File: config.mk
export PLATFORM = sky130hd
export DESIGN_NAME = rr_mux_reg
export DESIGN_NICKNAME = d
export VERILOG_FILES = /design/src/rtl/rr_mux_reg.sv
export SDC_FILE = /design/constraint.sdc
export NUM_CORES = 1
export LEC_CHECK = 0
export ABC_AREA = 1
export CORE_ASPECT_RATIO = 1.4
export CORE_MARGIN = 8
export CORE_UTILIZATION = 25
export CTS_CLUSTER_DIAMETER = 60
export CTS_CLUSTER_SIZE = 10
export DETAILED_ROUTE_END_ITERATION = 6
export PLACE_DENSITY = 0.55
export SKIP_LAST_GASP = 1
export SYNTH_ARGS = -nofsm -noshare
export SYNTH_HDL_FRONTEND = slang
export SYNTH_SLANG_ARGS = --single-unit
File: constraint.sdc
create_clock -name clk -period 4 [get_ports clk]
set_clock_uncertainty 0.15 [all_clocks]
set_input_delay 0.8 -clock clk [delete_from_list [all_inputs] [get_ports clk]]
set_output_delay 0.8 -clock clk [all_outputs]
set_load 0.005 [all_outputs]
File: src/rtl/rr_mux_reg.sv
// rr_mux_reg -- registered N-channel word multiplexer with valid/ready
// handshakes and a built-in arbiter (fixed priority or round-robin).
//
// Parameters:
//   WIDTH     data width of each channel and of the output
//   CHANNELS  number of producer channels (>= 1)
//   ARB_MODE  0 = fixed priority (lowest index wins), 1 = round-robin
//
// Ports:
//   clk        system clock, rising edge
//   rst_n      asynchronous reset, active low
//   in_data    channel i at bits [i*WIDTH +: WIDTH]
//   in_valid   per-channel word-available flag
//   in_ready   per-channel accept, one-hot or zero
//   out_data   registered selected word
//   out_chan   index of the channel that supplied out_data
//   out_valid  output register holds a word
//   out_ready  consumer accepts the word this cycle
module rr_mux_reg #(
    parameter int WIDTH    = 16,
    parameter int CHANNELS = 4,
    parameter int ARB_MODE = 1,
    localparam int CW      = (CHANNELS > 1) ? $clog2(CHANNELS) : 1
) (
    input  logic                       clk,
    input  logic                       rst_n,
    input  logic [CHANNELS*WIDTH-1:0]  in_data,
    input  logic [CHANNELS-1:0]        in_valid,
    output logic [CHANNELS-1:0]        in_ready,
    output logic [WIDTH-1:0]           out_data,
    output logic [CW-1:0]              out_chan,
    output logic                       out_valid,
    input  logic                       out_ready
);

    logic [WIDTH-1:0]    r_data;
    logic [CW-1:0]       r_chan;
    logic                r_valid;
    logic [CW-1:0]       r_ptr;

    logic                w_load_en;
    logic                w_hi_found;
    logic [CW-1:0]       w_hi_idx;
    logic                w_lo_found;
    logic [CW-1:0]       w_lo_idx;
    logic                w_found;
    logic [CW-1:0]       w_gidx;
    logic [CHANNELS-1:0] w_grant;
    logic [WIDTH-1:0]    w_sel_data;
    logic                w_xfer;

    // Register can take a word when empty or being drained this cycle.
    assign w_load_en = !r_valid || out_ready;

    // Round-robin search order is ptr+1 .. CHANNELS-1, then 0 .. ptr.
    // Requests above ptr form the "hi" group, the rest the "lo" group; the
    // lowest index in hi wins, else the lowest index in lo. Scanning
    // downward lets the last hit be the lowest index. In fixed-priority
    // mode everything lands in hi, giving plain lowest-index priority.
    always_comb begin
        w_hi_found = 1'b0;
        w_hi_idx   = '0;
        w_lo_found = 1'b0;
        w_lo_idx   = '0;
        for (int i = CHANNELS - 1; i >= 0; i--) begin
            if (in_valid[i]) begin
                if (ARB_MODE != 0 && CW'(i) <= r_ptr) begin
                    w_lo_found = 1'b1;
                    w_lo_idx   = CW'(i);
                end else begin
                    w_hi_found = 1'b1;
                    w_hi_idx   = CW'(i);
                end
            end
        end
    end

    assign w_found = w_hi_found || w_lo_found;
    assign w_gidx  = w_hi_found ? w_hi_idx : w_lo_idx;
    assign w_grant = w_found ? (CHANNELS'(1) << w_gidx) : '0;

    always_comb begin
        w_sel_data = '0;
        for (int i = 0; i < CHANNELS; i++) begin
            if (CW'(i) == w_gidx)
                w_sel_data = in_data[i*WIDTH +: WIDTH];
        end
    end

    assign in_ready = w_load_en ? w_grant : '0;
    assign w_xfer   = w_load_en && w_found;

    always_ff @(posedge clk or negedge rst_n) begin
        if (!rst_n) begin
            r_data  <= '0;
            r_chan  <= '0;
            r_valid <= 1'b0;
            r_ptr   <= CW'(CHANNELS - 1);  // channel 0 first after reset
        end else if (w_xfer) begin
            r_data  <= w_sel_data;
            r_chan  <= w_gidx;
            r_valid <= 1'b1;
            if (ARB_MODE != 0)
                r_ptr <= w_gidx;
        end else if (out_ready) begin
            // drain with no replacement; data/chan keep last value
            r_valid <= 1'b0;
        end
    end

    assign out_data  = r_data;
    assign out_chan  = r_chan;
    assign out_valid = r_valid;

endmodule

* Yosys cells after proc, flatten, opt, wreduce, memory -nomap -nowiden
Cells that the tools add are included.
** Word-level totals
- Bits in registers :: 21
- Word-level logic and storage cells :: 59
- Bits of input ports :: 71
- Output and inout bits :: 23
** Operators by class
- Shifts and indexed selects :: 1
- $lt $le $gt $ge :: 4
- Muxes and demuxes :: 41
- Reductions and logical operators :: 6
- Equality and inequality tests :: 3
** Operators by type and width (number)
- 2-to-1 mux 16 bit :: 4
- 2-to-1 mux 2 bit :: 17
- 2-to-1 mux 1 bit :: 18
- 2-to-1 mux 4 bit :: 2
- equality test 2 bit, first input constant :: 2
- <= comparator 1 x 2 -> 1 bit, first input constant :: 2
- <= comparator 2 bit, first input constant :: 2
- left shift 1 x 2 -> 4 bit, first input constant :: 1
- equality test 1 x 2 -> 1 bit, first input constant :: 1
- zero test 2 bit :: 1
- logical OR 1 bit :: 2
- nonzero test 2 bit :: 1
- logical AND 1 bit :: 1
- zero test 1 bit :: 1

* Logic depth before layout (Yosys ltp)
Gate-level depths: netlist (run 1).
- Depth in word-level cells :: 15
- Gate-level depth with buffers :: 12
- Depth with buffers taken out :: 12

* Worst setup path after synthesis (run 1)
OpenSTA, ideal clock, no wires.
- Path kind :: in2out
- Start point :: input port in_valid[1]
- End point :: output port in_ready[0]
- Data required time :: 3.050 ns
- Cell stages on the path :: 8
- Arrival time :: 1.720 ns
- Path slack :: 1.330 ns
- Path buffers :: 2
- Path through :: inv_1 nor2_1 nor2_1 nand3_2 nand2_1 buf_4 buf_6 nor3_1
** Between the ends
- Word-level cells in the longest chain between the ends :: 7
- Elaborated cells between the ends (all ways) :: 17
- Classes of those cells :: shift (1); mux (15); reduce/logical (1)
** RTL lines
- from (decl) :: line 28 : input logic [CHANNELS-1:0] in_valid,
- 2-to-1 mux 2 bit or 2-to-1 mux 1 bit (tied branches) :: line 66 : if (in_valid[i]) begin
- 2-to-1 mux 2 bit or 2-to-1 mux 1 bit (tied branches) :: line 67 : if (ARB_MODE != 0 && CW'(i) <= r_ptr) begin
- 2-to-1 mux 2 bit or 2-to-1 mux 1 bit (tied branches) :: line 66
- 2-to-1 mux 2 bit :: line 79 : assign w_gidx = w_hi_found ? w_hi_idx : w_lo_idx;
- left shift 1 x 2 -> 4 bit :: line 80 : assign w_grant = w_found ? (CHANNELS'(1) << w_gidx) : '0;
- 2-to-1 mux 4 bit (*) :: line 80
- 2-to-1 mux 4 bit (*) :: line 90 : assign in_ready = w_load_en ? w_grant : '0;
- to (decl) :: line 29 : output logic [CHANNELS-1:0] in_ready,
Every way passes the cells marked *; elsewhere a longest branch is shown, timed or not.

* Final worst setup path (run 1)
- Start point :: input port in_valid[3]
- End point :: output port in_ready[1]
** Between the ends
- Word-level cells in the longest chain between the ends :: 11
- Elaborated cells between the ends (all ways) :: 33
- Classes of those cells :: shift (1); mux (31); reduce/logical (1)
** RTL lines (line)
- 2-to-1 mux 2 bit or 2-to-1 mux 1 bit (tied branches) :: 66
- 2-to-1 mux 2 bit or 2-to-1 mux 1 bit (tied branches) :: 67
- 2-to-1 mux 2 bit or 2-to-1 mux 1 bit (tied branches) :: 66
- 2-to-1 mux 2 bit or 2-to-1 mux 1 bit (tied branches) :: 67
- 2-to-1 mux 2 bit or 2-to-1 mux 1 bit (tied branches) :: 66
- 2-to-1 mux 2 bit or 2-to-1 mux 1 bit (tied branches) :: 67
- 2-to-1 mux 2 bit or 2-to-1 mux 1 bit (tied branches) :: 66
- 2-to-1 mux 2 bit :: 79
- left shift 1 x 2 -> 4 bit :: 80
- 2-to-1 mux 4 bit (*) :: 80
- 2-to-1 mux 4 bit (*) :: 90
Marked as above.

==> impl_metrics.csv, run 1 <==
group,metric,value,unit
floorplan,die-area,0.00880,sq mm
place,dp_slack,317,ps
drt,wl_per_cell,14.9,um
clocking,cts.repair.resized,0,
timing,final_max_slew_viol_count,0,
drt,vias,1851,
timing,rsz0062_at_grt,"no",
synthesis,synth.top_cell.area_share,31.6,%
final_layout,drive_gt1_share,7.95,%
timing,fmax,273,MHz
clocking,tritoncts,"yes",
drt,avgViaCountPerCell,4.66,
place,gp_congestion,0.815,
clocking,root_buffer,"clkbuf_8",
drt,dr_wl_met2,2980,um
synthesis,ys_ff_latch,21,
place,placedCellCount,393,
drt,drt-met1-wl,2430,um
drt,antenna_left,0,
timing,maxSlewHeadroom,28.9,%
job,max_cap_violations,0,
place,place_area,0.00252,sq mm
floorplan,die_w,81.6,um
final_layout,stdcell_area,0.00256,sq mm
clocking,clk_path_buf_depth,2,
synthesis,yosys.area_share.simple,54.8,%
timing,worst_pin_slew,1060,ps
critical_path,crit_path_end_kind,"output port",
synthesis,synthArstFlopShare,100,%
synthesis,synth_xor_area_share,0,%
floorplan,initial_core_util,25.9,%
floorplan,rows,33,
critical_path,arrival,2710,ps
global_routing,gr-total-overflow,0,
synthesis,yosysWarnings,0,
synthesis,synth_edf_count,0,
synthesis,synth_fa_ha_area_share,0,%
timing,hold_viol_final,0,
critical_path,crit_type,"input port to output port",
timing,fin_crit_sh,91.6,%
synthesis,synth_largest_area_cell,"dfrtp_1",
synthesis,synth_top_family_by_area,"simple AND/OR/NAND/NOR gates",
synthesis,postSynthAreaPerCell,6.43,sq um
critical_path,crit_family,"buffers and inverters",
synthesis,synth_compound_area_share,1.83,%
drt,top_layer,"met4",
synthesis,ys.flop_type,"dfrtp_1",
clocking,worstSkewPairLatency,270,ps
floorplan,core-area,0.00582,sq mm
synthesis,syn_inst,234,
synthesis,synth_mux_area_share,0,%
drt,drtPass1Iterations,4,
floorplan,die_h,108,um
clocking,cts_sinks,21,
hold_path,holdCritPathClass,"flip-flop to flip-flop",
global_routing,track_usage,13.2,%
synthesis,yosysMostFrequentCell,"nand2_1",
drt,drtIter0Drc,83,
global_routing,grt_max_degree,27,
synthesis,synth-seq-area-share,35.1,%
run_status,outcome,"finished, final reports clean",
timing,fin_ws,338,ps
critical_path,crit_buf_inv,2,
drt,drc,0,
synthesis,netlist_top_cells_count,"60 x nand2_1, 48 x nand3_1, 47 x nor2_1",
clocking,postCtsSetupRepairBufs,0,
final_layout,utilization,44.0,%
critical_path,slowest_stage,"clkdlybuf4s50_1",
critical_path,cp_common_cell,"nor2_1",
timing,post-route-min-period,3660,ps
synthesis,synth_area_leaders,"dfrtp_1 32%, nand3_1 16%, nand2_1 15%",
critical_path,crit_fanout,6,
floorplan,pin_count,94,
drt,dr_wl_met3,473,um
drt,drt-total-wl,5920,um
place,portBuffers,93,
clocking,clk_pin_slew,80,ps
global_routing,grt_pass1_wl,9160,um
global_routing,antenna_found_initial,0,
clocking,htree_levels,1,
power_and_ir_drop,ir_worst_vdd,0.189,mV
power_and_ir_drop,power_leakage,1.14,nW
final_layout,n_antenna_cell,0,
place,hpwl,4630,um
critical_path,cp_cell_sequence,"clkdlybuf4s50_1 > nand3_1 > nand4_1 > nor2_1 > nor2_1 > nand2_1 > nor2_1 > clkdlybuf4s50_1",
critical_path,start_kind,"input port",
clocking,cts_hold_buffers,0,
synthesis,synth_nets,305,
critical_path,required,3050,ps
timing,setup_viol,0,
final_layout,area_growth,70.3,%
final_layout,final_nets,399,
critical_path,cpPeakStageDelay,540,ps
synthesis,synthDistinctLibCells,21,
synthesis,synthesis.area,0.00151,sq mm
timing,fin_setup_tns,0,ps
global_routing,grt_pass1_vias,1858,
power_and_ir_drop,p_per_area,421,mW/mm^2
clocking,cts_buffers,3,
final_layout,fin_cells,397,
-- power breakdown --
group          switching (mW)  total (mW)  internal [mW]  leakage [nW]
clock                  0.0826       0.154         0.0713        0.0228
combinational           0.293       0.602          0.310         0.874
sequential             0.0373       0.324          0.286         0.247
-- sequential cells by signal, indices dropped and copies added (netlist names) --
register,flops
out_data,16
out_chan,2
out_valid,1
r_ptr,2
-- cell families (layout without fill, tap and decap cells) --
| group | count (synthesis) | in the layout |
|---|---|---|
| compound gates | 4 | 4 |
| buf+inv | 26 | 119 |
| flops | 21 | 21 |
| simple gates | 183 | 183 |
-- stage by stage --
stage,hold WS (ps),total power [mW]
final,330,1.08
after global routing,353,1.17
after CTS,335,1.10
after detailed placement,314,0.942
after global placement,311,0.939
after floorplan,315,0.636
-- placed cells by master (no fill, tap or decap) --
| cell type | synthesis | final |
|---|---|---|
| clkdlybuf4s50_1 | 0 | 93 |
| nand2_1 | 60 | 60 |
| nand3_1 | 48 | 48 |
| nor2_1 | 47 | 47 |
| dfrtp_1 | 19 | 19 |
| nand4_1 | 15 | 15 |
| buf_4 | 3 | 10 |
| inv_1 | 9 | 9 |
| or2_1 | 4 | 4 |
| nand2_2 | 3 | 3 |
| inv_2 | 3 | 3 |
| o21ai_0 | 3 | 3 |
| clkbuf_8 | 0 | 3 |
| nor2_2 | 2 | 2 |
| dfstp_2 | 2 | 2 |
| nor2_4 | 1 | 1 |
| nand3_2 | 1 | 1 |
| a31oi_2 | 1 | 1 |
| nor3_1 | 1 | 1 |
| or2_0 | 1 | 1 |
| clkbuf_1 | 3 | 1 |
-- cell type report --
type                       count  area, sq um
fill                         642         3260
timing repair buffer         103         1010
multi-input combinational    187          852
sequential                    21          528
tap                           70         87.6
clock buffer                   4         45.0
inverter                      12         45.0
-- worst register-to-register path: stages, from the launching register on --
cell and delay [ps]:
dfstp_2 560, nand2_2 80, nand2_2 80, nand2_1 80
nor2_2 170, inv_2 50, nand3_1 460, buf_4 320
nand3_1 100, nand3_1 100, nor2_1 50, nor2_1 80
-- metal layers --
layer  vias to the layer above  GRT usage, %
met5                         -             0
li1                        953             -
met1                       841          15.7
met4                         0          3.40
met2                        55          22.5
met3                         2          3.43
-- worst paths after layout --
path / start / endpoint / slack, ps / cells past startpoint
max: in_valid[3] / in_ready[1] / 340 / 8
min: out_chan[1] / out_chan[1] / 330 / 2
max reg2reg: r_ptr[1] / out_data[10] / 1690 / 11
min reg2reg: out_chan[1] / out_chan[1] / 330 / 2
max in group asynchronous: rst_n / out_data[6] / 2110 / 1
min in group asynchronous: rst_n / out_data[15] / 950 / 1
Power figures use the tool's default switching activity.
==> inputs of run 2 (changes only) <==
CORE_MARGIN = 1.5   (was 8)
CTS_CLUSTER_DIAMETER = default   (was 60)
==> impl_metrics.csv, run 2 (synthesized netlist as in run 1, its figures left out) <==
group,metric,value,unit
place,place_area,0.00252,sq mm
timing,fin_crit_sh,92.7,%
critical_path,start_kind,"input port",
drt,wl_per_cell,13.5,um
drt,vias,1878,
final_layout,layout_common_cells,"93 x clkdlybuf4s50_1, 60 x nand2_1, 48 x nand3_1, 47 x nor2_1, 19 x dfrtp_1",
global_routing,track_usage,16.8,%
critical_path,crit_fanout,9,
clocking,worstSkewPairLatency,260,ps
power_and_ir_drop,p_clk_share,13.8,%
job,max_cap_violations,0,
place,portBuffers,93,
drt,avgViaCountPerCell,4.73,
critical_path,crit_path_end_kind,"output port",
power_and_ir_drop,ir_worst_vdd,0.150,mV
clocking,cts_hold_buffers,0,
critical_path,slowest_stage,"clkdlybuf4s50_1",
timing,fmax,270,MHz
power_and_ir_drop,power_leakage,1.15,nW
power_and_ir_drop,switchingPower,411,uW
clocking,root_buffer,"clkbuf_8",
timing,maxSlewHeadroom,29.6,%
final_layout,n_antenna_cell,0,
clocking,clk_path_buf_depth,2,
clocking,cts_sinks,21,
clocking,clk_pin_slew,80,ps
final_layout,area_growth,70.4,%
floorplan,die_w,68.6,um
drt,drtIter0Drc,104,
timing,final_max_slew_viol_count,0,
power_and_ir_drop,switching_share,38.2,%
global_routing,gr-total-overflow,0,
floorplan,core-area,0.00582,sq mm
timing,hold_viol_final,0,
place,gp_congestion,0.774,
power_and_ir_drop,power_frac_comb,55.8,%
floorplan,initial_core_util,25.9,%
drt,drtPass1Iterations,4,
critical_path,cpPeakStageDelay,560,ps
critical_path,required,3050,ps
timing,fin_setup_tns,0,ps
final_layout,fin_cells,397,
power_and_ir_drop,p_int,665,uW
floorplan,die-area,0.00650,sq mm
clocking,cts_buffers,3,
final_layout,stdcell_area,0.00256,sq mm
timing,worst_pin_slew,1050,ps
hold_path,holdCritPathClass,"flip-flop to flip-flop",
critical_path,arrival,2760,ps
global_routing,antenna_found_initial,0,
critical_path,crit_buf_inv,2,
final_layout,final_nets,399,
run_status,outcome,"finished, final reports clean",
final_layout,drive_gt1_share,8.26,%
clocking,htree_levels,1,
clocking,postCtsSetupRepairBufs,0,
critical_path,cp_cell_sequence,"clkdlybuf4s50_1 > nand3_1 > nand4_1 > nand2_1 > nor2_4 > nand2_1 > nor2_1 > clkdlybuf4s50_1",
critical_path,crit_type,"input port to output port",
drt,drc,0,
global_routing,grt_max_degree,27,
global_routing,grt_pass1_vias,1818,
place,hpwl,4080,um
power_and_ir_drop,power.total,1.08,mW
floorplan,pin_count,94,
power_and_ir_drop,pwr-share-seq,30.5,%
clocking,tritoncts,"yes",
clocking,cts.repair.resized,0,
global_routing,grt_pass1_wl,8410,um
place,dp_slack,287,ps
drt,drt-total-wl,5350,um
final_layout,layout_commonest_cell,"clkdlybuf4s50_1",
timing,rsz0062_at_grt,"no",
final_layout,largest_reg_flops,16,
drt,antenna_left,0,
timing,post-route-min-period,3710,ps
timing,fin_ws,291,ps
floorplan,die_h,94.8,um
timing,setup_viol,0,
power_and_ir_drop,p_per_area,420,mW/mm^2
critical_path,crit_family,"buffers and inverters",
place,placedCellCount,393,
floorplan,rows,33,
-- run 2: through the flow --
step,util [%],hold WS [ps]
2_1_floorplan,-,315
3_3_place_gp,43.3,309
3_5_place_dp,43.3,311
4_1_cts,44.1,332
5_1_grt,44.1,351
6_report,44.1,327
-- run 2: worst paths after layout --
check / start / to / slack [ps] / cells past startpoint
min: out_chan[0] / out_chan[0] / 330 / 2
max in group asynchronous: rst_n / out_data[8] / 2120 / 1
min reg2reg: out_chan[0] / out_chan[0] / 330 / 2
min in group asynchronous: rst_n / out_data[7] / 950 / 1
max: in_valid[3] / in_ready[2] / 290 / 8
max reg2reg: r_ptr[0] / out_data[9] / 1690 / 11
-- run 2: final cells by class --
class                           instances  area, sq um
Clock inverter                          1         5.00
Clock buffer                            3         41.3
Fill cell                             627         3260
Timing Repair Buffer                  103         1010
Sequential cell                        21          528
Inverter                               12         45.0
Multi-Input combinational cell        187          852
Tap cell                               70         87.6
-- run 2: worst register-to-register path, cell delays in order, from the launching register on --
cell	delay (ps)
dfstp_2	560
nand2_2	80
nand2_2	80
nand2_1	80
nor2_2	170
inv_2	40
nand3_1	450
buf_4	330
nand3_1	100
nand3_1	80
nand3_1	80
nand2_1	60
-- run 2: per-layer routing --
layer,GRT usage (%),part of all wire (%)
met1,20.9,42
met3,2.15,6.7
met4,4.83,0.62
met2,29.6,51
met5,0,0
-- run 2: power groups by stage --
stage          combinational (mW)  clock [mW]  sequential (mW)
2_1_floorplan               0.302           0            0.334
3_3_place_gp                0.602           0            0.331
3_5_place_dp                0.608           0            0.332
4_1_cts                     0.610       0.154            0.329
5_1_grt                     0.679       0.164            0.337
6_report                    0.600       0.148            0.328
==> inputs of run 3 (changes only) <==
ABC_AREA = 0   (was 1)
PLACE_DENSITY = 0.56   (was 0.55)
==> impl_metrics.csv, run 3 <==
group,metric,value,unit
final_layout,layout_common_cells,"93 x clkdlybuf4s50_1, 19 x a21oi_1, 19 x dfrtp_1, 17 x nor2_1, 15 x nand2_1",
place,portBuffers,93,
synthesis,yosysWarnings,0,
floorplan,core-area,0.00549,sq mm
synthesis,netlist_top_cells_count,"20 x a21oi_1, 19 x dfrtp_1, 17 x nor2_1",
floorplan,die_h,92.3,um
drt,antenna_left,0,
drt,drt-total-wl,5000,um
timing,worst_pin_slew,956,ps
synthesis,synthDistinctLibCells,35,
place,hpwl,3940,um
critical_path,crit_type,"input port to output port",
run_status,outcome,"finished, final reports clean",
critical_path,rr_startpoint,"r_ptr[1]",
critical_path,arrival,2770,ps
clocking,tritoncts,"yes",
drt,drtPass1Iterations,4,
final_layout,n_antenna_cell,0,
floorplan,die_w,66.8,um
clocking,htree_levels,1,
synthesis,synthesis.area,0.00142,sq mm
floorplan,die-area,0.00616,sq mm
floorplan,initial_core_util,25.9,%
final_layout,area_growth,74.4,%
synthesis,synth_area_leaders,"dfrtp_1 33%, mux2i_1 9.9%, a21oi_1 7.0%",
global_routing,grt_pass1_wl,7720,um
synthesis,yosysMostFrequentCell,"a21oi_1",
clocking,cts_buffers,3,
drt,drc,0,
critical_path,cp-startpoint,"in_valid[1]",
timing,setup_viol,0,
synthesis,ys.flop_type,"dfrtp_1",
clocking,clk_path_buf_depth,2,
critical_path,crit_end,"in_ready[1]",
global_routing,grt_pass1_vias,1539,
timing,hold_viol_final,0,
synthesis,ys_ff_latch,21,
timing,timing.hold.ws,375,ps
drt,vias,1553,
final_layout,layout_commonest_cell,"clkdlybuf4s50_1",
global_routing,grt_max_degree,25,
clocking,postCtsSetupRepairBufs,0,
global_routing,track_usage,16.5,%
global_routing,antenna_found_initial,0,
drt,avgViaCountPerCell,4.84,
final_layout,final_nets,325,
drt,drtIter0Drc,77,
power_and_ir_drop,p_per_area,347,mW/mm^2
synthesis,syn_inst,158,
global_routing,gr-total-overflow,0,
clocking,cts_hold_buffers,0,
timing,final_max_slew_viol_count,0,
clocking,root_buffer,"clkbuf_8",
timing,fin_crit_sh,93.0,%
clocking,cts.repair.resized,0,
synthesis,postSynthAreaPerCell,9.00,sq um
final_layout,largest_reg_flops,16,
final_layout,fill_cells,541,
floorplan,rows,32,
clocking,clk_pin_slew,70,ps
critical_path,ff2ff_setup_slack,1870,ps
timing,post-route-min-period,3720,ps
critical_path,required,3050,ps
floorplan,pin_count,94,
synthesis,synth_nets,229,
synthesis,synth-seq-area-share,37.1,%
power_and_ir_drop,power_leakage,0.990,nW
timing,fmax,269,MHz
synthesis,synth.top_cell.area_share,33.4,%
clocking,worstSkewPairLatency,260,ps
timing,fin_setup_tns,0,ps
critical_path,r2r_cells,6,
hold_path,hold_start,"r_ptr[1]",
job,max_cap_violations,0,
timing,rsz0062_at_grt,"no",
clocking,cts_sinks,21,
critical_path,timing.rr.end,"out_data[0]",
timing,maxSlewHeadroom,36.1,%
final_layout,drive_gt1_share,7.91,%
synthesis,synth_edf_count,0,
drt,wl_per_cell,15.6,um
synthesis,synthArstFlopShare,100,%
hold_path,holdCritPathClass,"flip-flop to flip-flop",
critical_path,crit_fanout,7,
critical_path,crit_path_end_kind,"output port",
place,gp_congestion,0.743,
critical_path,start_kind,"input port",
power_and_ir_drop,ir_worst_vdd,0.138,mV
synthesis,synth_largest_area_cell,"dfrtp_1",
run 3: metrics by stage:
stage | setup slack (ps) | cells | area [sq um] | util, % | power (mW)
after floorplan | 1190 | 158 | 1420 | - | 0.499
after global placement | 295 | 317 | 2430 | 44.4 | 0.730
after detailed placement | 284 | 317 | 2430 | 44.4 | 0.732
after CTS | 274 | 321 | 2480 | 45.2 | 0.874
after global routing | 184 | 321 | 2480 | 45.2 | 0.921
final | 280 | 321 | 2480 | 45.2 | 0.861
run 3: area by class of cell:
| class | count | area, sq um | area share (%) |
|---|---|---|---|
| inverter | 3 | 11.3 | 0.454 |
| clock inverter | 1 | 5.00 | 0.202 |
| sequential | 21 | 528 | 21.3 |
| clock buffer | 3 | 41.3 | 1.66 |
| tap | 68 | 85.1 | 3.43 |
| timing repair buffer | 101 | 991 | 39.9 |
| multi-input combinational | 124 | 820 | 33.0 |
run 3: worst min-delay path by stage:
stage                    to  slack, ps  cells past startpoint
2_1_floorplan   out_chan[1]        320                      2
3_3_place_gp   out_data[10]        370                      2
3_5_place_dp       r_ptr[1]        360                      2
4_1_cts            r_ptr[1]        380                      2
5_1_grt        out_data[11]        390                      2
6_report           r_ptr[1]        370                      2
run 3: cell families (layout without fill, tap and decap cells):
family,Yosys count,count (layout),share of synthesized area [%]
compound gates,61,61,31.3
simple gates,49,49,16.2
flops,21,21,37.1
buf+inv,13,108,5.54
mux,14,14,9.85
run 3: report_power, final:
group          internal [mW]  switching, mW  total [mW]
Clock                 0.0693         0.0694       0.139
Sequential             0.268         0.0372       0.305
Combinational          0.244          0.173       0.418
Total                  0.581          0.280       0.861
run 3: metal layers:
| layer | vias to the layer above | track usage, % | part of all wire (%) |
|---|---|---|---|
| li1 | 780 | - | - |
| met2 | 56 | 31.3 | 54 |
| met1 | 713 | 18.8 | 39 |
| met5 | - | 0 | 0 |
| met4 | 0 | 4.25 | 1.4 |
| met3 | 4 | 2.21 | 4.9 |
run 3: worst max-delay path, stage by stage:
cell and delay [ps]:
clkdlybuf4s50_1 570, or3b_1 420, o221a_2 150, nand2b_1 210
nor2_1 120, clkdlybuf4s50_1 500
